<file path="src/rtl/float_mul_requester_pkg.sv">
// ---------------------------------------------------------------------------
// float_mul_requester_pkg
// Shared types and sizing helpers for the float multiplier requester.
//   req_state_t   : handshake FSM states (IDLE, REQ, RELEASE)
//   timer_width() : bits needed for a phase timer counting to a given limit
//   TIMER_W       : timer width for the default 35-cycle phase limit
// ---------------------------------------------------------------------------
package float_mul_requester_pkg;

  typedef enum logic [1:0] {
    IDLE    = 2'd0,
    REQ     = 2'd1,
    RELEASE = 2'd2
  } req_state_t;

  localparam int DEFAULT_TIMEOUT_CYCLES = 35;

  function automatic int timer_width(input int cycles);
    return $clog2(cycles + 1);
  endfunction

  localparam int TIMER_W = timer_width(DEFAULT_TIMEOUT_CYCLES);

endpackage

</file>
<file path="src/rtl/float_mul_requester_phase_timer.sv">
// ---------------------------------------------------------------------------
// phase_timer
// Cycle counter shared by the REQ and RELEASE handshake phases.
//   clk     : clock
//   rst     : asynchronous active-high reset
//   clear   : restart the count at zero (has priority over enable)
//   enable  : advance the count by one
//   expired : count has reached timeout_cycles-1
// The count parks at the limit so a late clear never sees a wrapped value.
// ---------------------------------------------------------------------------
module phase_timer
  import float_mul_requester_pkg::*;
#(
  parameter int timeout_cycles = DEFAULT_TIMEOUT_CYCLES,
  parameter int timer_w        = TIMER_W
) (
  input  logic clk,
  input  logic rst,
  input  logic clear,
  input  logic enable,
  output logic expired
);

  localparam logic [timer_w-1:0] last_count = timer_w'(timeout_cycles - 1);

  logic [timer_w-1:0] count;

  always_ff @(posedge clk or posedge rst) begin
    if (rst) begin
      count <= '0;
    end else if (clear) begin
      count <= '0;
    end else if (enable && !expired) begin
      count <= count + timer_w'(1);
    end
  end

  assign expired = (count == last_count);

endmodule

</file>
<file path="src/rtl/float_mul_requester.sv">
// ---------------------------------------------------------------------------
// float_mul_requester
// Initiator side of the four-phase req/ack handshake to the pipelined float
// multiplier. Takes operand pairs from an upstream valid/ready stream, holds
// them on mul_a/mul_b while req is high, captures mul_out on ack and offers
// the product on a downstream valid/ready stream. A stuck multiplier is
// escaped with a per-phase timeout that sets a sticky error flag.
//   clk, rst               : clock, asynchronous active-high reset
//   in_valid/in_ready      : upstream operand handshake
//   in_a, in_b             : upstream operands
//   req/ack                : four-phase handshake with the multiplier
//   mul_a, mul_b           : registered operands to the multiplier
//   mul_out                : multiplier result, valid while ack=1
//   out_valid/out_ready    : downstream result handshake
//   out_result             : captured product
//   timeout_err            : sticky, set when a handshake phase is aborted
//   done_count             : products captured, modulo 2^count_width
// ---------------------------------------------------------------------------
module float_mul_requester
  import float_mul_requester_pkg::*;
#(
  parameter int float_width    = 32,
  parameter int timeout_cycles = 35,
  parameter int count_width    = 16
) (
  input  logic                   clk,
  input  logic                   rst,
  input  logic                   in_valid,
  output logic                   in_ready,
  input  logic [float_width-1:0] in_a,
  input  logic [float_width-1:0] in_b,
  output logic                   req,
  input  logic                   ack,
  output logic [float_width-1:0] mul_a,
  output logic [float_width-1:0] mul_b,
  input  logic [float_width-1:0] mul_out,
  output logic                   out_valid,
  input  logic                   out_ready,
  output logic [float_width-1:0] out_result,
  output logic                   timeout_err,
  output logic [count_width-1:0] done_count
);

  localparam int timer_w = timer_width(timeout_cycles);

  req_state_t state;
  logic       timer_clear;
  logic       timer_enable;
  logic       timer_expired;

  // A new pair is only taken when idle and the result slot is empty, so a
  // capture can never overwrite an unconsumed product.
  assign in_ready = (state == IDLE) && !out_valid;

  // The timer restarts on every phase entry: held clear in IDLE, and cleared
  // on the edge that leaves REQ or RELEASE so the next phase starts at zero.
  always_comb begin
    timer_clear  = 1'b1;
    timer_enable = 1'b0;
    unique case (state)
      IDLE: begin
        timer_clear = 1'b1;
      end
      REQ: begin
        timer_clear  = ack || timer_expired;
        timer_enable = 1'b1;
      end
      RELEASE: begin
        timer_clear  = !ack || timer_expired;
        timer_enable = 1'b1;
      end
      default: begin
        timer_clear = 1'b1;
      end
    endcase
  end

  phase_timer #(
    .timeout_cycles(timeout_cycles),
    .timer_w       (timer_w)
  ) u_phase_timer (
    .clk    (clk),
    .rst    (rst),
    .clear  (timer_clear),
    .enable (timer_enable),
    .expired(timer_expired)
  );

  always_ff @(posedge clk or posedge rst) begin
    if (rst) begin
      state       <= IDLE;
      req         <= 1'b0;
      mul_a       <= '0;
      mul_b       <= '0;
      out_valid   <= 1'b0;
      out_result  <= '0;
      timeout_err <= 1'b0;
      done_count  <= '0;
    end else begin
      if (out_valid && out_ready) begin
        out_valid <= 1'b0;
      end

      unique case (state)
        IDLE: begin
          // ack is deliberately ignored here; only a fresh accept moves on
          if (in_valid && in_ready) begin
            mul_a <= in_a;
            mul_b <= in_b;
            req   <= 1'b1;
            state <= REQ;
          end
        end

        REQ: begin
          if (ack) begin
            out_result <= mul_out;
            out_valid  <= 1'b1;
            done_count <= done_count + count_width'(1);
            req        <= 1'b0;
            state      <= RELEASE;
          end else if (timer_expired) begin
            // abort: drop req without producing a result
            req         <= 1'b0;
            timeout_err <= 1'b1;
            state       <= RELEASE;
          end
        end

        RELEASE: begin
          if (!ack) begin
            state <= IDLE;
          end else if (timer_expired) begin
            // ack stuck high: give up on the return-to-zero and carry on
            timeout_err <= 1'b1;
            state       <= IDLE;
          end
        end

        default: begin
          req   <= 1'b0;
          state <= IDLE;
        end
      endcase
    end
  end

  // Operands must not move while the multiplier is being asked.
  operands_stable_during_req : assert property (
    @(posedge clk) disable iff (rst)
      req |=> (!req || ($stable(mul_a) && $stable(mul_b)))
  );

  // The result slot is never refilled while it still holds a product.
  no_accept_when_full : assert property (
    @(posedge clk) disable iff (rst)
      out_valid |-> !in_ready
  );

endmodule

</file>
<file path="config.mk">
export PLATFORM = sky130hd
export DESIGN_NAME = float_mul_requester
export DESIGN_NICKNAME = d
export VERILOG_FILES = /design/src/rtl/float_mul_requester_pkg.sv /design/src/rtl/float_mul_requester_phase_timer.sv /design/src/rtl/float_mul_requester.sv
export SDC_FILE = /design/constraint.sdc
export NUM_CORES = 1
export LEC_CHECK = 0
export ABC_AREA = 1
export BUFFER_PORTS_ARGS = -buffer_cell sky130_fd_sc_hd__buf_4
export CORE_ASPECT_RATIO = 1.5
export CORE_MARGIN = 2
export CORE_UTILIZATION = 30
export DETAILED_ROUTE_END_ITERATION = 16
export GPL_TIMING_DRIVEN = 0
export PLACE_DENSITY = 0.64
export SYNTH_ARGS = -nofsm -noshare
export SYNTH_HDL_FRONTEND = slang
export SYNTH_SLANG_ARGS = --single-unit
</file>
<file path="constraint.sdc">
create_clock -name clk -period 5.25 [get_ports clk]
set_clock_uncertainty 0.1 [all_clocks]
set_input_delay 0.2625 -clock clk [delete_from_list [all_inputs] [get_ports clk]]
set_output_delay 0.2625 -clock clk [all_outputs]
set_load 0.03 [all_outputs]
</file>
==> results.sh <==
export IMPL_synth_edf_count=0
export IMPL_leakage_nw=4.71
export IMPL_yosysUniqueCellTypes=28
export IMPL_yosysMostFrequentCell="nand2_1"
export IMPL_clk_pin_slew_ps=60
export IMPL_setup_viol=0
export IMPL_met1_usage_pct=18.3
export IMPL_cp_max_fo=3
export IMPL_cts_root_buffer="clkbuf_16"
export IMPL_synth_top_cell_area_share_pct=60.6
export IMPL_ir_worst_vdd_v=0.000327
export IMPL_power_density_nw_per_um2=595
export IMPL_worst_slew_pin_slew_ps=499
export IMPL_row_count=58
export IMPL_yosysTopAreaCell="dfrtp_1"
export IMPL_timing_fmax_ghz=0.558
export IMPL_synth_cells=570
export IMPL_die_area_um2=18000
export IMPL_grt_remaining_overflow=0
export IMPL_clock_sinks=123
export IMPL_timing_setup_tns_ps=0
export IMPL_synth_ff_type="dfrtp_1"
export IMPL_firstDrtPassIters=4
export IMPL_holdWs_ps=206
export IMPL_use_met2_pct=30.6
export IMPL_synth_area_top_cells="dfrtp_1 61%, nand2_1 24%, ha_1 2.0%"
export IMPL_slew_headroom_pct=66.7
export IMPL_clk_latency_ps=400
export IMPL_antenna_found_initial=0
export IMPL_grt_start_max_net_pins=72
export IMPL_startpoint_type="flop"
export IMPL_final_layout_size_suffix_gt1_share_pct=31.0
export IMPL_io_buffers=216
export IMPL_start_util_pct=30.4
export IMPL_clockBufferDepth=2
export IMPL_core_area_um2=16700
export IMPL_drt_iter0_markers=175
export IMPL_synth_nets=679
export IMPL_avgSynthCellArea_um2=8.91
export IMPL_end_kind="output pin"
export IMPL_gp_congestion=0.717
export IMPL_grt_setup_unrepaired="no"
export IMPL_grt_pass1_wl_um=23500
export IMPL_synthTopCellsByCount="324 x nand2_1, 123 x dfrtp_1, 25 x inv_1"
export IMPL_wl_per_cell_um=13.2
export IMPL_hold_path_class="in2reg"
export IMPL_drc=0
export IMPL_dp_hpwl_um=9950
export IMPL_cts_setup_buffers=0
export IMPL_synth_async_reset_ratio_pct=100
export IMPL_crit_arrival_ps=1430
export IMPL_hp_start="ack"
export IMPL_cp_startpoint="state[0]$_DFFE_PP0P_"
export IMPL_track_usage_pct=16.8
export IMPL_num_vias=4810
export IMPL_ys_seq_area_share_pct=60.6
export IMPL_required_ps=4890
export IMPL_nFillCells=1514
export IMPL_ioPinCount=217
export IMPL_cap_violations=0
export IMPL_fp_dieW_um=110
export IMPL_ys_warnings_count=0
export IMPL_cts_hold_buf=98
export IMPL_synth_seq_cells=123
export IMPL_finalMaxSlewViolations=0
export IMPL_numCtsBuffers=17
export IMPL_antenna_cells=0
export IMPL_crit_type="reg2out"
export IMPL_routed_wirelength_um=14900
export IMPL_total_power_mw=5.12
export IMPL_syn_area_um2=5080
export IMPL_nets=1013
export IMPL_final_period_utilization_pct=34.1
export IMPL_design_area_um2=8600
export IMPL_hold_viol=0
export IMPL_rrSetupSlack_ps=3510
export IMPL_grt_pass1_vias=5044
export IMPL_cts_resized=0
export IMPL_antenna_left=0
export IMPL_r2r_start="state[0]$_DFFE_PP0P_"
export IMPL_die_h_um=163
export IMPL_avgViaCountPerCell=4.27
export IMPL_finalCriticalPeriod_ps=1790
export IMPL_htree_levels=4
export IMPL_utilization_pct=51.5
export IMPL_grtUsageMet3_pct=4.71
export IMPL_dpl_instance_area_um2=7000
export IMPL_syn_to_final_growth_pct=69.2
export IMPL_cts_tree="done"
export IMPL_gr_max_usage_layer="met2"
export IMPL_outcome="finished clean"
through the flow:
stage / worst slack [ps] / cells
after floorplan: 1620 / 570
after global placement: -58.6 / 996
after detailed placement: 3490 / 997
after CTS: 3420 / 1127
after global routing: 3330 / 1127
final: 3460 / 1127
worst max-delay path, stage by stage, from the launching register on:
cell	delay, ps
dfrtp_1	400
inv_1	100
ha_1	210
inv_2	60
nor2_4	90
buf_4	170
area by class of cell:
| type | instances | area (um^2) | share of cell area [%] |
|---|---|---|---|
| Tap cell | 210 | 263 | 3.06 |
| Timing Repair Buffer | 315 | 2630 | 30.6 |
| Inverter | 28 | 110 | 1.28 |
| Clock buffer | 20 | 447 | 5.20 |
| Multi-Input combinational cell | 398 | 1750 | 20.3 |
| Clock inverter | 12 | 171 | 1.99 |
| Sequential cell | 123 | 3080 | 35.8 |
| Buffer | 21 | 149 | 1.73 |
registers in the layout, summed over array words and instances (netlist names):
register	count
out_valid	1
req	1
state	2
mul_b	32
mul_a	32
u_phase_timer.count	6
done_count	16
out_result	32
timeout_err	1
per-layer routing:
layer / share of wire (%) / vias to the layer above
li1: - / 2394
met1: 40 / 2222
met2: 51 / 178
met3: 7.9 / 16
met4: 1.3 / 0
met5: 0 / -
power breakdown:
group          internal (mW)  total [mW]  switching (mW)
combinational          0.852        2.31            1.46
sequential              1.33        1.57           0.237
clock                  0.804        1.23           0.430
worst paths after layout:
check,end,depth (start not counted)
min reg2reg,timeout_err$_DFFE_PP0P_,2
max in group asynchronous,mul_a[25]$_DFFE_PP0P_,4
min in group asynchronous,out_result[17]$_DFFE_PP0P_,3
min,timeout_err$_DFFE_PP0P_,4
max reg2reg,mul_b[4]$_DFFE_PP0P_,9
max,in_ready,5
kinds of logic after synthesis:
family                     count (synthesis)  synth area share [%]
AOI/OAI and AO/OA                          6                 0.690
xor gates and xnor gates                  10                  1.87
adders and majority gates                  8                  1.97
buffers and inverters                     49                  5.00
DFF                                      123                  60.6
and+or+nand+nor                          374                  29.9
placed cells by master, fill, tap and decap left out, types with 2 or more instances in the layout:
cell,instances
ha_1,8
nor2_1,19
nor2_2,2
clkbuf_1,2
dlygate4sd3_1,98
nand2_1,324
nor2_4,4
clkbuf_16,17
buf_4,216
clkinv_2,4
inv_1,24
buf_6,7
nand3_1,6
nor3b_1,2
nand2_4,2
nand4_1,7
inv_2,2
dfrtp_1,123
nor3_1,2
bufinv_16,4
nand2_2,2
xnor2_1,4
xor2_1,5
o21ai_0,2
clkinvlp_4,3
buf_2,14
a21oi_1,2
(Power assumes the default switching activity.)
